===== src/rtl/reset_seq_pkg.sv =====
`default_nettype none
// ============================================================================
//  Module   : reset_seq_pkg
//  Brief    : Shared types and encodings for the SoC reset sequencer.
//  Revision : 1.0 - initial release
// ============================================================================
package reset_seq_pkg;

    typedef enum logic [2:0] {
        ST_HOLD       = 3'd0,
        ST_WAIT_INIT  = 3'd1,
        ST_PERIPH_GAP = 3'd2,
        ST_CPU_GAP    = 3'd3,
        ST_RUN        = 3'd4,
        ST_SOFT_HOLD  = 3'd5
    } seq_state_t;

    localparam logic [1:0] CAUSE_POR  = 2'b00;
    localparam logic [1:0] CAUSE_SOFT = 2'b01;

    function automatic int max_of(input int a, input int b);
        return (a > b) ? a : b;
    endfunction

endpackage : reset_seq_pkg
`default_nettype wire


===== src/rtl/reset_seq_timer.sv =====
`default_nettype none
// ============================================================================
//  Module   : reset_seq_timer
//  Brief    : Saturating up-counter with clear, enable and terminal compare.
//  Revision : 1.0 - initial release
// ============================================================================
module reset_seq_timer #(
    parameter int WIDTH = 11
) (
    input  logic             clk,
    input  logic             rst_n,
    input  logic             clear,
    input  logic             enable,
    input  logic [WIDTH-1:0] terminal,
    output logic             at_term
);

    logic [WIDTH-1:0] r_count;

    always_ff @(posedge clk or negedge rst_n) begin
        if (!rst_n) begin
            r_count <= '0;
        end else if (clear) begin
            r_count <= '0;
        end else if (enable && (r_count != {WIDTH{1'b1}})) begin
            r_count <= r_count + 1'b1;
        end
    end

    // Compares the pre-edge count so the owner acts on the Nth edge of a stay.
    assign at_term = (r_count == terminal);

endmodule : reset_seq_timer
`default_nettype wire


===== src/rtl/reset_sequencer.sv =====
`default_nettype none
// ============================================================================
//  Module   : reset_sequencer
//  Brief    : Ordered release of memory, peripheral and core reset domains,
//             with warm (soft) reset of core+peripherals and a reset cause.
//  Revision : 1.0 - initial release
// ============================================================================
module reset_sequencer
    import reset_seq_pkg::*;
#(
    parameter int HOLD_CYCLES  = 16,
    parameter int STAGE_GAP    = 8,
    parameter int INIT_TIMEOUT = 1024,
    parameter int SOFT_PULSE   = 32
) (
    input  logic       clk,
    input  logic       fabric_reset_n,
    input  logic       mem_init_done,
    input  logic       soft_rst_req,
    output logic       mem_reset_n,
    output logic       periph_reset_n,
    output logic       cpu_reset_n,
    output logic       seq_done,
    output logic       init_timeout_err,
    output logic [1:0] rst_cause
);

    localparam int MAX_PARAM = max_of(max_of(HOLD_CYCLES, STAGE_GAP),
                                      max_of(INIT_TIMEOUT, SOFT_PULSE));
    localparam int CNT_W     = $clog2(MAX_PARAM) + 1;

    localparam logic [CNT_W-1:0] HOLD_TERM  = CNT_W'(HOLD_CYCLES - 1);
    localparam logic [CNT_W-1:0] GAP_TERM   = CNT_W'(STAGE_GAP - 1);
    localparam logic [CNT_W-1:0] INIT_TERM  = CNT_W'(INIT_TIMEOUT - 1);
    localparam logic [CNT_W-1:0] PULSE_TERM = CNT_W'(SOFT_PULSE - 1);

    seq_state_t       r_state;
    seq_state_t       w_state_next;
    logic             w_mem_n;
    logic             w_periph_n;
    logic             w_cpu_n;
    logic             w_done;
    logic             w_err;
    logic [1:0]       w_cause;
    logic             w_timer_clear;
    logic             w_timer_en;
    logic [CNT_W-1:0] w_timer_term;
    logic             w_at_term;

    reset_seq_timer #(
        .WIDTH (CNT_W)
    ) u_timer (
        .clk      (clk),
        .rst_n    (fabric_reset_n),
        .clear    (w_timer_clear),
        .enable   (w_timer_en),
        .terminal (w_timer_term),
        .at_term  (w_at_term)
    );

    always_ff @(posedge clk or negedge fabric_reset_n) begin
        if (!fabric_reset_n) begin
            r_state          <= ST_HOLD;
            mem_reset_n      <= 1'b0;
            periph_reset_n   <= 1'b0;
            cpu_reset_n      <= 1'b0;
            seq_done         <= 1'b0;
            init_timeout_err <= 1'b0;
            rst_cause        <= CAUSE_POR;
        end else begin
            r_state          <= w_state_next;
            mem_reset_n      <= w_mem_n;
            periph_reset_n   <= w_periph_n;
            cpu_reset_n      <= w_cpu_n;
            seq_done         <= w_done;
            init_timeout_err <= w_err;
            rst_cause        <= w_cause;
        end
    end

    always_comb begin
        w_state_next = r_state;
        w_mem_n      = mem_reset_n;
        w_periph_n   = periph_reset_n;
        w_cpu_n      = cpu_reset_n;
        w_done       = seq_done;
        w_err        = init_timeout_err;
        w_cause      = rst_cause;
        w_timer_en   = 1'b0;
        w_timer_term = HOLD_TERM;

        case (r_state)
            ST_HOLD: begin
                w_timer_en   = 1'b1;
                w_timer_term = HOLD_TERM;
                if (w_at_term) begin
                    w_mem_n      = 1'b1;
                    w_state_next = ST_WAIT_INIT;
                end
            end
            ST_WAIT_INIT: begin
                w_timer_en   = 1'b1;
                w_timer_term = INIT_TERM;
                if (mem_init_done) begin
                    w_state_next = ST_PERIPH_GAP;
                end else if (w_at_term) begin
                    w_err        = 1'b1;
                    w_state_next = ST_PERIPH_GAP;
                end
            end
            ST_PERIPH_GAP: begin
                w_timer_en   = 1'b1;
                w_timer_term = GAP_TERM;
                if (w_at_term) begin
                    w_periph_n   = 1'b1;
                    w_state_next = ST_CPU_GAP;
                end
            end
            ST_CPU_GAP: begin
                w_timer_en   = 1'b1;
                w_timer_term = GAP_TERM;
                if (w_at_term) begin
                    w_cpu_n      = 1'b1;
                    w_done       = 1'b1;
                    w_state_next = ST_RUN;
                end
            end
            ST_RUN: begin
                // Memory stays out of reset: a warm reset never disturbs loaded contents.
                if (soft_rst_req) begin
                    w_cpu_n      = 1'b0;
                    w_periph_n   = 1'b0;
                    w_done       = 1'b0;
                    w_cause      = CAUSE_SOFT;
                    w_state_next = ST_SOFT_HOLD;
                end
            end
            ST_SOFT_HOLD: begin
                w_timer_en   = 1'b1;
                w_timer_term = PULSE_TERM;
                if (w_at_term) begin
                    w_state_next = ST_PERIPH_GAP;
                end
            end
            default: begin
                w_state_next = ST_HOLD;
            end
        endcase

        w_timer_clear = (w_state_next != r_state);
    end

endmodule : reset_sequencer
`default_nettype wire


===== config.mk =====
export PLATFORM = sky130hd
export DESIGN_NAME = reset_sequencer
export DESIGN_NICKNAME = d
export VERILOG_FILES = /design/src/rtl/reset_seq_pkg.sv /design/src/rtl/reset_seq_timer.sv /design/src/rtl/reset_sequencer.sv
export SDC_FILE = /design/constraint.sdc
export NUM_CORES = 1
export LEC_CHECK = 0
export ABC_AREA = 1
export BUFFER_PORTS_ARGS = -buffer_cell sky130_fd_sc_hd__buf_2
export CAP_MARGIN = 10
export CORE_ASPECT_RATIO = 0.9
export CORE_MARGIN = 2
export CORE_UTILIZATION = 57
export CTS_CLUSTER_SIZE = 14
export DETAILED_ROUTE_END_ITERATION = 6
export PLACE_DENSITY_LB_ADDON = 0.3
export SYNTH_ARGS = -nofsm -noshare
export SYNTH_HDL_FRONTEND = slang
export SYNTH_SLANG_ARGS = --single-unit

===== constraint.sdc =====
create_clock -name clk -period 2.2 [get_ports clk]
set_clock_uncertainty 0.15 [all_clocks]
set_input_delay 0.11 -clock clk [delete_from_list [all_inputs] [get_ports clk]]
set_output_delay 0.11 -clock clk [all_outputs]
set_load 0.02 [all_outputs]

# Word-level counts from Yosys, hierarchy flattened
# Index checks and enable logic that the tools add are counted.
# totals
ff_bits	19
# op_classes
n_addsub	1
eq_ne	11
mux	15
n_bitwise	1
reduce_logical	12
# op_table
operator	n
$pmux W10 S3	1
$mux W11	2
$mux W3	6
$pmux W3 S6	1
$add A11 B1 Y11 const B	1
$eq A11 B10 Y1	1
$ne A11 B11 Y1 const B	1
$reduce_and A3 Y1	3
$eq A3 B2 Y1 const B	2
$eq A3 B3 Y1 const B	2
$reduce_bool A2 Y1	3
$reduce_or A5 Y1	1
$ne A2 B1 Y1 const B	2
$pmux W1 S2	2
$reduce_and A2 Y1	2
$eq A3 B1 Y1 const B	1
$logic_not A3 Y1	1
$mux W1	3
$ne A3 B3 Y1	1
$ne A2 B2 Y1 const B	1
$reduce_or A2 Y1	1
$logic_and A1 B1 Y1	1
$not A1 Y1	1

# Logic depth before layout (Yosys ltp)
# Gate-level depths: netlist of run 1.
# logic_depth
depth_word	9
ltp_mapped	14
mapped_depth_nobuf	12

# Cells and area by module
# From an unflattened synthesis of run 1, not the netlist that was laid out.
# hier_totals
hier_cells	171
hier_area_um2	1310.0
# modules_own_cells
module	instances	cells_per_inst	area_each_um2
reset_seq_timer	1	114	855.8
reset_sequencer	1	57	454.2

# Worst setup path after synthesis of run 1
# Ideal clock, no wire load.
# synth_timing
path_kind	register to register
start	register u_timer.r_count[0]
end	register u_timer.r_count[6]
arrival_time_ns	1.470
setup_slack_ns	0.459
path_stages_with_launch	14
path_buffers	1
cell_sequence	dfrtp_1 ha_1 nand2_1 nor2_1 o21ai_2 nor2_4 nand2_2 o21ai_1 nand2_1 nand2_1 inv_1 nand2_2 buf_6 nor2_2
# synth_between
elab_chain_cells	6
word_cells_on_any_way	14
# synth_lines
element	line	source
start: declaration	reset_seq_timer.sv:18	logic [WIDTH-1:0] r_count;
start signal: assignment	reset_seq_timer.sv:26	r_count <= r_count + 1'b1;
$eq A11 B10 Y1	reset_seq_timer.sv:31	assign at_term = (r_count == terminal);
$mux W3	reset_sequencer.sv:106, reset_sequencer.sv:141	
$mux W3	reset_sequencer.sv:104	if (mem_init_done) begin
$pmux W3 S6	reset_sequencer.sv:92	case (r_state)
$ne A3 B3 Y1	reset_sequencer.sv:150	w_timer_clear = (w_state_next != r_state);
$mux W11 or $reduce_bool A2 Y1 (tied branches)	-	
# Several ways; a longest one is shown, not always the timed one. The select of a mux whose other input is x is not followed.
# A chain may end at the register's enable or synchronous reset.

# Worst setup path after layout of run 1
# layout_timing
start	register u_timer.r_count[0]
end	register u_timer.r_count[4]
# The elaborated chain is that of the path after synthesis.

==> impl_metrics.py, run 1 <==
metrics = {
    "route": {
        "drc": 0,
        "vias": 984,
        "routed_wire_length_per_instance_um": 11.74,
        "drt-total-wl_um": 2231,
        "via_per_inst": 5.179,
        "ant_nets": 0,
        "drtIter0Drc": 38,
        "dr.pass1.iters": 4,
    },
    "finish": {
        "layout-drive-gt1-share": 0.2242,
        "area_growth_pct": 8.925,
        "n_antenna_cell": 0,
        "seq_area_sq_um": 475.5,
        "utilization": 0.6621,
        "nets": 171,
        "n_fill_cell": 175,
        "layout.cells.non_filler": 190,
        "multi_input_area_sq_um": 579.3,
    },
    "logic_synthesis": {
        "ys.flop_type": "dfrtp_1",
        "synth.distinct_cells": 25,
        "ys_top_cells_by_count": "nand2_1, dfrtp_1, inv_1",
        "yosys.cell_count.top_type": "nand2_1",
        "synthCells": 153,
        "synthSimpleGateAreaFrac": 0.3871,
        "synth_area_sq_um": 1164,
        "ys_async_sr_fraction": 1.000,
        "avgSynthCellArea_sq_um": 7.605,
        "synth-edff-count": 0,
        "synthTopCellsByArea": "dfrtp_1, nand2_1, inv_1",
        "synth-xor-area-share": 0.04516,
        "synth_largest_area_cell": "dfrtp_1",
        "yosysSeqAreaShare": 0.4086,
        "synth.mux.area_fraction": 0,
        "syn_nets": 158,
        "yosysWarnings": 0,
        "synth_top_area_frac": 0.4086,
        "synth-adder-area-share": 0.01075,
        "synth_top_family_by_area": "simple AND/OR/NAND/NOR gates",
        "synth-compound-area-share": 0.04731,
        "ys_ff_latch": 19,
    },
    "power_and_ir_drop": {
        "total_power_uw": 1248,
        "pwr_density_cell_nw_per_um2": 984.6,
        "ir_drop_v": 0.0007557,
        "static-leakage-power_uw": 0.0006312,
    },
    "grt": {
        "grt_pass1_vias": 924,
        "grt_max_degree": 20,
        "grt_overflow": 0,
        "track_usage": 0.2221,
        "grt_pass1_wl_um": 3912,
        "grt_antenna_before_repair": 0,
    },
    "die": {
        "die-area_sq_um": 2419,
        "core_area_sq_um": 1914,
        "die_y_um": 46.87,
        "initial_core_util": 0.6078,
        "die_w_um": 51.63,
        "placementRows": 15,
        "ios": 11,
    },
    "placed_design": {
        "dp_hpwl_um": 1677,
        "gp_congestion": 0.8531,
        "port_buffers": 9,
        "placed_cells": 183,
    },
    "hold_path": {
        "hold_class": "in2async",
    },
    "timing": {
        "post-route-period-util": 0.8834,
        "slew_viol_final": 0,
        "setup_viol": 0,
        "rsz0062_at_grt": "false",
        "max_freq_ghz": 0.5146,
        "final_hold_viol_count": 0,
        "setup_tns_ps": 0,
        "fin_crit_ps": 1943,
    },
    "clock_network": {
        "insertion_delay_ps": 310,
        "numCtsBuffers": 3,
        "clk_pin_slew_ps": 110,
        "cts.sinks": 19,
        "h-tree-depth": 1,
        "cts_root_buffer": "clkbuf_4",
        "cts_buffer_depth": 2,
        "cts_tree": "yes",
    },
    "outcome": {
        "outcome": "finished clean",
    },
    "worst_setup_path": {
        "critPathLaunchType": "register",
        "path_class": "reg2reg",
        "worst-r2r-cell-count": 12,
        "cp.required_ps": 2240,
        "crit_path_max_fanout": 11,
        "crit_path_end_kind": "register",
        "arrival_ps": 1990,
    },
    "run": {
        "drv_cap": 0,
    },
}
## per-stage QoR
step	area, sq um	setup WS [ps]	hold slack [ps]
after floorplan	1164	459.4	-335.6
after global placement	1206	231.4	-84.08
after detailed placement	1206	179.0	-70.07
after CTS	1262	161.1	123.7
after global routing	1267	101.3	147.1
final	1267	256.6	108.2
## worst max-delay path, stage by stage (launching register included)
cell	delay [ps]
dfrtp_1	390
ha_1	200
nand2_1	80
nor2_1	120
o21ai_2	90
nor2_4	150
nand2_2	90
o21ai_1	90
nand2_1	80
nand2_1	90
inv_1	70
nand2_4	180
nor2_2	50
## cells in the final DEF, fill, tap and decap left out, types with 2 or more instances in the layout
cell type      count
nand4_1            3
nor3_1             5
clkbuf_4           3
o21ai_2            2
dfrtp_1           19
nor2_2            11
nor2_1            11
inv_1             19
nand2_2            5
buf_2              9
o21ai_0            5
nand3_2            2
nand3_1           12
nand2_1           38
xor2_1             5
nor2_4             2
dlygate4sd3_1      3
## routing by layer
metal,global-route usage,vias up,wire length [um]
met4,0.09474,0,35
met5,0,-,0
met2,0.3333,33,980
met1,0.3077,453,1067
li1,-,494,-
met3,0.06051,4,148
## path summary, 6_finish.rpt
| path | start | to | slack (ps) |
|---|---|---|---|
| hold reg to reg | rst_cause[0] | rst_cause[0] | 330 |
| setup / recovery | u_timer.r_count[0] | u_timer.r_count[4] | 260 |
| min in group clk | rst_cause[0] | rst_cause[0] | 330 |
| hold / removal | fabric_reset_n | u_timer.r_count[6] | 110 |
| setup reg to reg | u_timer.r_count[0] | u_timer.r_count[4] | 260 |
| max in group asynchronous | fabric_reset_n | periph_reset_n | 1480 |
## area by class of cell
| cell class | instances | area share |
|---|---|---|
| Clock buffer | 4 | 0.02073 |
| Inverter | 21 | 0.06318 |
| Multi-Input combinational cell | 109 | 0.4571 |
| Sequential cell | 19 | 0.3751 |
| Tap cell | 25 | 0.02468 |
| Timing Repair Buffer | 12 | 0.05923 |
## cells by family (layout without fill, tap and decap cells)
| kind of cell | after synthesis | after routing |
|---|---|---|
| AOI/OAI and AO/OA | 9 | 9 |
| xor gates and xnor gates | 6 | 6 |
| adders and majority gates | 1 | 1 |
| buffers and inverters | 25 | 37 |
| DFF | 19 | 19 |
| other | 1 | 1 |
| and+or+nand+nor | 92 | 92 |
## flip-flops by register name, summed over array words and instances (netlist names)
name	count
u_timer.r_count	11
r_state	3
init_timeout_err	1
mem_reset_n	1
periph_reset_n	1
rst_cause	1
seq_done	1
## what timing repair did
item,in CTS,in global routing
hold endpoints to repair,21,0
setup endpoints to repair,0,1
hold buffers,3,0
buffers inserted,0,0
resized for setup,0,1
## report_power, final
group          leakage [uW]  total, uW  internal [uW]  switching (uW)
Sequential         0.000250        518            427            91.1
Clock             0.0000150        177           70.8             106
Combinational      0.000366        553            189             364
Total              0.000631       1250            687             561
(Power assumes the default switching activity.)
==> inputs of run 2 (changes only) <==
==> constraint.sdc (replaced) <==
create_clock -name clk -period 1.89 [get_ports clk]
set_clock_uncertainty 0.15 [all_clocks]
set_input_delay 0.0945 -clock clk [delete_from_list [all_inputs] [get_ports clk]]
set_output_delay 0.0945 -clock clk [all_outputs]
set_load 0.02 [all_outputs]
==> run 2 against run 1 <==
- the run now ends with negative setup slack left
- register-to-register slack got worse by 280 ps
- via count increased by 9.0%
- routed wire length increased by 23%
- utilization increased by 12 points
- die area unchanged
- sequential power increased by 15%
- non-clock buffer count increased by 14
- global-route usage increased by 2.4 points
- critical endpoint is now u_timer.r_count[5]
- largest cell class unchanged
- highest routed layer unchanged
==> impl_metrics.py, run 2 (same netlist as run 1, synthesis figures left out) <==
metrics = {
    "outcome": {
        "outcome": "complete, but fails checks",
        "violations": "negative setup slack",
    },
    "worst_setup_path": {
        "critPathLaunchType": "register",
        "path_class": "reg2reg",
        "crit_path_end_kind": "register",
        "crit_path_max_fanout": 3,
        "worst-r2r-cell-count": 9,
        "cp.required_ps": 1940,
        "arrival_ps": 1960,
    },
    "die": {
        "initial_core_util": 0.6078,
        "ios": 11,
        "placementRows": 15,
        "core_area_sq_um": 1914,
        "die_y_um": 46.87,
        "die-area_sq_um": 2419,
        "die_w_um": 51.63,
    },
    "timing": {
        "post-route-period-util": 1.012,
        "final_hold_viol_count": 0,
        "setup_viol": 9,
        "max_freq_ghz": 0.5226,
        "slew_viol_final": 0,
        "fin_crit_ps": 1913,
        "setup_ws_ps": -23.49,
        "rsz0062_at_grt": "true",
    },
    "finish": {
        "top_register": "u_timer.r_count",
        "reg.largest.list": "u_timer.r_count: 11 flops, r_state: 3 flops",
        "n_antenna_cell": 0,
        "layout_common_cells": "nand2_1, inv_1, dfrtp_1, nand3_1, buf_4",
        "nets": 185,
        "mostFrequentLayoutCell": "nand2_1",
        "area_growth_pct": 28.49,
        "largest_reg_flops": 11,
        "layout-drive-gt1-share": 0.3520,
        "utilization": 0.7810,
    },
    "grt": {
        "track_usage": 0.2463,
        "grt_pass1_wl_um": 4353,
        "grt_overflow": 0,
        "grt_pass1_vias": 1006,
        "met1_usage": 0.3091,
        "grt_antenna_before_repair": 0,
        "use_met3": 0.07006,
        "busiest_layer": "met2",
        "grtUsageMet2": 0.4128,
        "grt_max_degree": 20,
    },
    "placed_design": {
        "gp_congestion": 0.8982,
        "pre_cts_ws_ps": -30.88,
        "dp_hpwl_um": 1746,
        "port_buffers": 9,
    },
    "route": {
        "dr.pass1.iters": 4,
        "via_per_inst": 5.260,
        "drc": 0,
        "routed_wire_length_per_instance_um": 13.45,
        "drt-total-wl_um": 2743,
        "vias": 1073,
        "ant_nets": 0,
        "drtIter0Drc": 62,
    },
    "power_and_ir_drop": {
        "pwr_density_cell_nw_per_um2": 1331,
        "static-leakage-power_uw": 0.0007221,
        "ir_drop_v": 0.001131,
    },
    "clock_network": {
        "cts_buffer_depth": 2,
        "numCtsBuffers": 3,
        "cts_root_buffer": "clkbuf_4",
        "insertion_delay_ps": 310,
        "cts.sinks": 19,
        "clk_pin_slew_ps": 110,
        "h-tree-depth": 1,
        "cts_tree": "yes",
    },
    "hold_path": {
        "hold_class": "in2async",
    },
    "run": {
        "drv_cap": 0,
    },
}
## run 2: metrics by stage
stage | total power, uW | instances | hold WS [ps] | instance area, sq um | TNS [ps]
2_1_floorplan | 1138 | 153 | -351.1 | 1164 | 0
3_3_place_gp | 1318 | 188 | -96.04 | 1256 | 0
3_5_place_dp | 1345 | 188 | -95.24 | 1256 | -170.4
4_1_cts | 1787 | 203 | 91.19 | 1415 | -7.805
5_1_grt | 2113 | 204 | 127.6 | 1495 | -1357
6_report | 1990 | 204 | 90.30 | 1495 | -134.6
## run 2: worst max-delay path, stage by stage, from the launching register on
cell	delay, ps
dfrtp_1	410
ha_2	200
buf_4	140
inv_1	80
nor3_2	50
nand3_1	130
nand3b_1	170
nor2_2	180
xor2_1	250
nor2_4	50
## run 2: what timing repair did
item,CTS,global route
gates resized for setup,7,17
endpoints found under the hold margin,23,0
buffers inserted,7,1
hold buffers,3,0
pin swaps,5,5
gates cloned,1,0
setup endpoints to repair,9,11
## run 2: final timing paths
path,startpoint,end,slack (ps)
worst max-delay path,u_timer.r_count[0],u_timer.r_count[5],-20
worst min-delay path,fabric_reset_n,u_timer.r_count[10],90
worst max register to register,u_timer.r_count[0],u_timer.r_count[5],-20
worst min register to register,rst_cause[0],rst_cause[0],340
max in group asynchronous,fabric_reset_n,r_state[1],1190
min in group clk,rst_cause[0],rst_cause[0],340
## run 2: metal layers
layer	vias up	wire length, um
met5	-	0
met4	0	35
met3	6	199
met2	48	1346
met1	495	1162
li1	524	-
## run 2: layout make-up
class	instances	area, sq um
tap	25	31.28
clock buffer	3	22.52
multi-input combinational	109	660.6
sequential	19	476.7
timing repair buffer	26	216.5
inverter	21	80.08
fill	116	419.2
clock inverter	1	7.507
## run 2: report_power, final
part	total, uW	switching [uW]	internal [uW]
registers	597	98.3	499
logic	1180	644	536
clock network	213	132	80.8
==> inputs of run 3 (changes only) <==
--- a/config.mk
+++ b/config.mk
@@ -10,7 +10,7 @@
 export CAP_MARGIN = 10
 export CORE_ASPECT_RATIO = 0.9
 export CORE_MARGIN = 2
-export CORE_UTILIZATION = 57
+export CORE_UTILIZATION = 50
 export CTS_CLUSTER_SIZE = 14
 export DETAILED_ROUTE_END_ITERATION = 6
 export PLACE_DENSITY_LB_ADDON = 0.3
==> run 3 against run 2 <==
- the run still ends with negative setup slack left
- routed wire length shrank 3.7%
- die area grew 13%
- critical path depth up 4
- sequential share of layout area rose by 1.6 points
- global-route usage decreased by 4.2 points
- fmax decreased by 1.9%
- cell count is the same
- sequential power rose by 0.8%
- clock-buffer cell count grew 1
- utilization is 12 points lower
- worst hold slack gained 6.6 ps
- highest routed layer unchanged
==> impl_metrics.py, run 3 (same netlist as run 1, synthesis figures left out) <==
metrics = {
    "clock_network": {
        "numCtsBuffers": 3,
        "cts.sinks": 19,
        "h-tree-depth": 1,
        "cts_tree": "yes",
        "cts_root_buffer": "clkbuf_4",
        "insertion_delay_ps": 300,
        "cts_buffer_depth": 2,
        "clk_pin_slew_ps": 100,
    },
    "worst_setup_path": {
        "worst-r2r-cell-count": 13,
        "crit_path_max_fanout": 5,
        "rr_startpoint": "u_timer.r_count[1]",
        "rrSetupSlack_ps": -60,
        "arrival_ps": 2000,
        "crit_path_end_kind": "register",
        "critPathLaunchType": "register",
        "cp.required_ps": 1940,
        "r2r-end": "u_timer.r_count[8]",
        "path_class": "reg2reg",
    },
    "route": {
        "ant_nets": 0,
        "drc": 0,
        "drtIter0Drc": 17,
        "met1_length_um": 1230,
        "dr_wl_met3_um": 159,
        "routed_wire_length_per_instance_um": 12.95,
        "vias": 1065,
        "via_per_inst": 5.221,
        "wl_met2_um": 1230,
        "top_layer_used": "met4",
        "drt-total-wl_um": 2642,
        "dr.pass1.iters": 4,
    },
    "die": {
        "die_y_um": 49.77,
        "ios": 11,
        "initial_core_util": 0.5333,
        "die_w_um": 54.85,
        "placementRows": 16,
        "die-area_sq_um": 2730,
        "core_area_sq_um": 2182,
    },
    "placed_design": {
        "port_buffers": 9,
        "dp_hpwl_um": 1813,
        "dpl_cell_area_sq_um": 1259,
        "gp_congestion": 0.9510,
    },
    "timing": {
        "fin_crit_ps": 1950,
        "max_freq_ghz": 0.5128,
        "slew_viol_final": 0,
        "whs_ps": 96.89,
        "setup_tns_ps": -435.5,
        "final_hold_viol_count": 0,
        "setup_viol": 11,
        "rsz0062_at_grt": "true",
        "setup_ws_ps": -60.08,
        "post-route-period-util": 1.032,
    },
    "grt": {
        "grt_max_degree": 20,
        "grt_overflow": 0,
        "grt_pass1_wl_um": 4050,
        "track_usage": 0.2042,
        "grt_antenna_before_repair": 0,
        "grt_pass1_vias": 912,
    },
    "power_and_ir_drop": {
        "p_sw_uw": 750.8,
        "power_frac_comb": 0.546,
        "p_int_uw": 1016,
        "pwr_density_cell_nw_per_um2": 1231,
        "power_frac_seq": 0.340,
        "power_frac_clock": 0.114,
        "static-leakage-power_uw": 0.0007001,
        "total_power_uw": 1767,
        "p_sw_frac": 0.4248,
        "ir_drop_v": 0.0007877,
    },
    "outcome": {
        "violations": "negative setup slack",
        "outcome": "complete, but fails checks",
    },
    "finish": {
        "nets": 183,
        "area_growth_pct": 23.33,
        "reg.largest.list": "u_timer.r_count: 11 flops, r_state: 3 flops",
        "mostFrequentLayoutCell": "nand2_1",
        "layout-drive-gt1-share": 0.3446,
        "largest_reg_flops": 11,
        "layout_common_cells": "nand2_1, inv_1, dfrtp_1, nand3_1",
        "top_register": "u_timer.r_count",
        "final_area_sq_um": 1435,
        "n_antenna_cell": 0,
    },
    "run": {
        "drv_cap": 0,
    },
    "hold_path": {
        "hold_class": "in2async",
    },
}
## run 3: changes by cell type in the layout (fill, tap and decap cells not counted), moves of 2 or more
cell     previous run  this run
nor2_2              6        10
nor2_1              8        10
nand2_2             6         9
nor2_4             10         4
nand2_1            36        34
dfrtp_1            18        15
dfrtp_2             1         4
## run 3: repair_timing
| item | in CTS | in global routing |
|---|---|---|
| resized for setup | 1 | 15 |
| cloned | 0 | 1 |
| hold buffers | 3 | 0 |
| pin swaps | 0 | 6 |
| setup endpoints to repair | 4 | 11 |
| buffers inserted | 1 | 5 |
| endpoints found under the hold margin | 24 | 0 |
## run 3: final cells by class
class / instances / area [sq um]
Tap cell: 27 / 33.78
Clock buffer: 4 / 26.28
Fill cell: 189 / 747.0
Timing Repair Buffer: 24 / 195.2
Multi-Input combinational cell: 109 / 619.3
Sequential cell: 19 / 480.5
Inverter: 21 / 80.08
## run 3: stage by stage
step	instances	util	setup slack, ps
4_1_cts	198	0.6084	8.699
2_1_floorplan	153	-	149.4
3_5_place_dp	190	0.5768	14.17
6_report	204	0.6577	-60.08
3_3_place_gp	190	0.5768	71.44
5_1_grt	204	0.6577	-147.4
## run 3: worst max-delay path by stage
stage                       start                 end  slack, ps
2_1_floorplan  u_timer.r_count[0]  u_timer.r_count[6]        150
3_3_place_gp   u_timer.r_count[1]  u_timer.r_count[3]         70
3_5_place_dp   u_timer.r_count[1]  u_timer.r_count[8]         10
4_1_cts        u_timer.r_count[0]  u_timer.r_count[3]          9
5_1_grt        u_timer.r_count[1]  u_timer.r_count[8]       -150
6_report       u_timer.r_count[1]  u_timer.r_count[8]        -60
## run 3: power by group through the flow
| stage | sequential, uW | combinational (uW) | clock [uW] |
|---|---|---|---|
| after floorplan | 607 | 532 | 0 |
| after detailed placement | 589 | 768 | 0 |
| after global routing | 613 | 1060 | 236 |
| after global placement | 586 | 744 | 0 |
| after CTS | 580 | 798 | 208 |
| final | 602 | 964 | 201 |
## run 3: worst max-delay path, cell delays in order, from the launching register on
cell and delay [ps]:
dfrtp_1 410, ha_4 170, nand2_2 70, nor2_2 110, o21ai_2 70, nor2_4 130
nand2_2 100, o21ai_1 100, nand2_1 100, nand2_1 90, inv_1 50, nand2_2 100
clkbuf_16 160, nor2_2 40
## run 3: per-layer routing
| metal | up-vias | GRT usage |
|---|---|---|
| met4 | 0 | 0.03750 |
| met3 | 5 | 0.06364 |
| met5 | - | 0 |
| met2 | 31 | 0.2976 |
| met1 | 509 | 0.2971 |
| li1 | 520 | - |
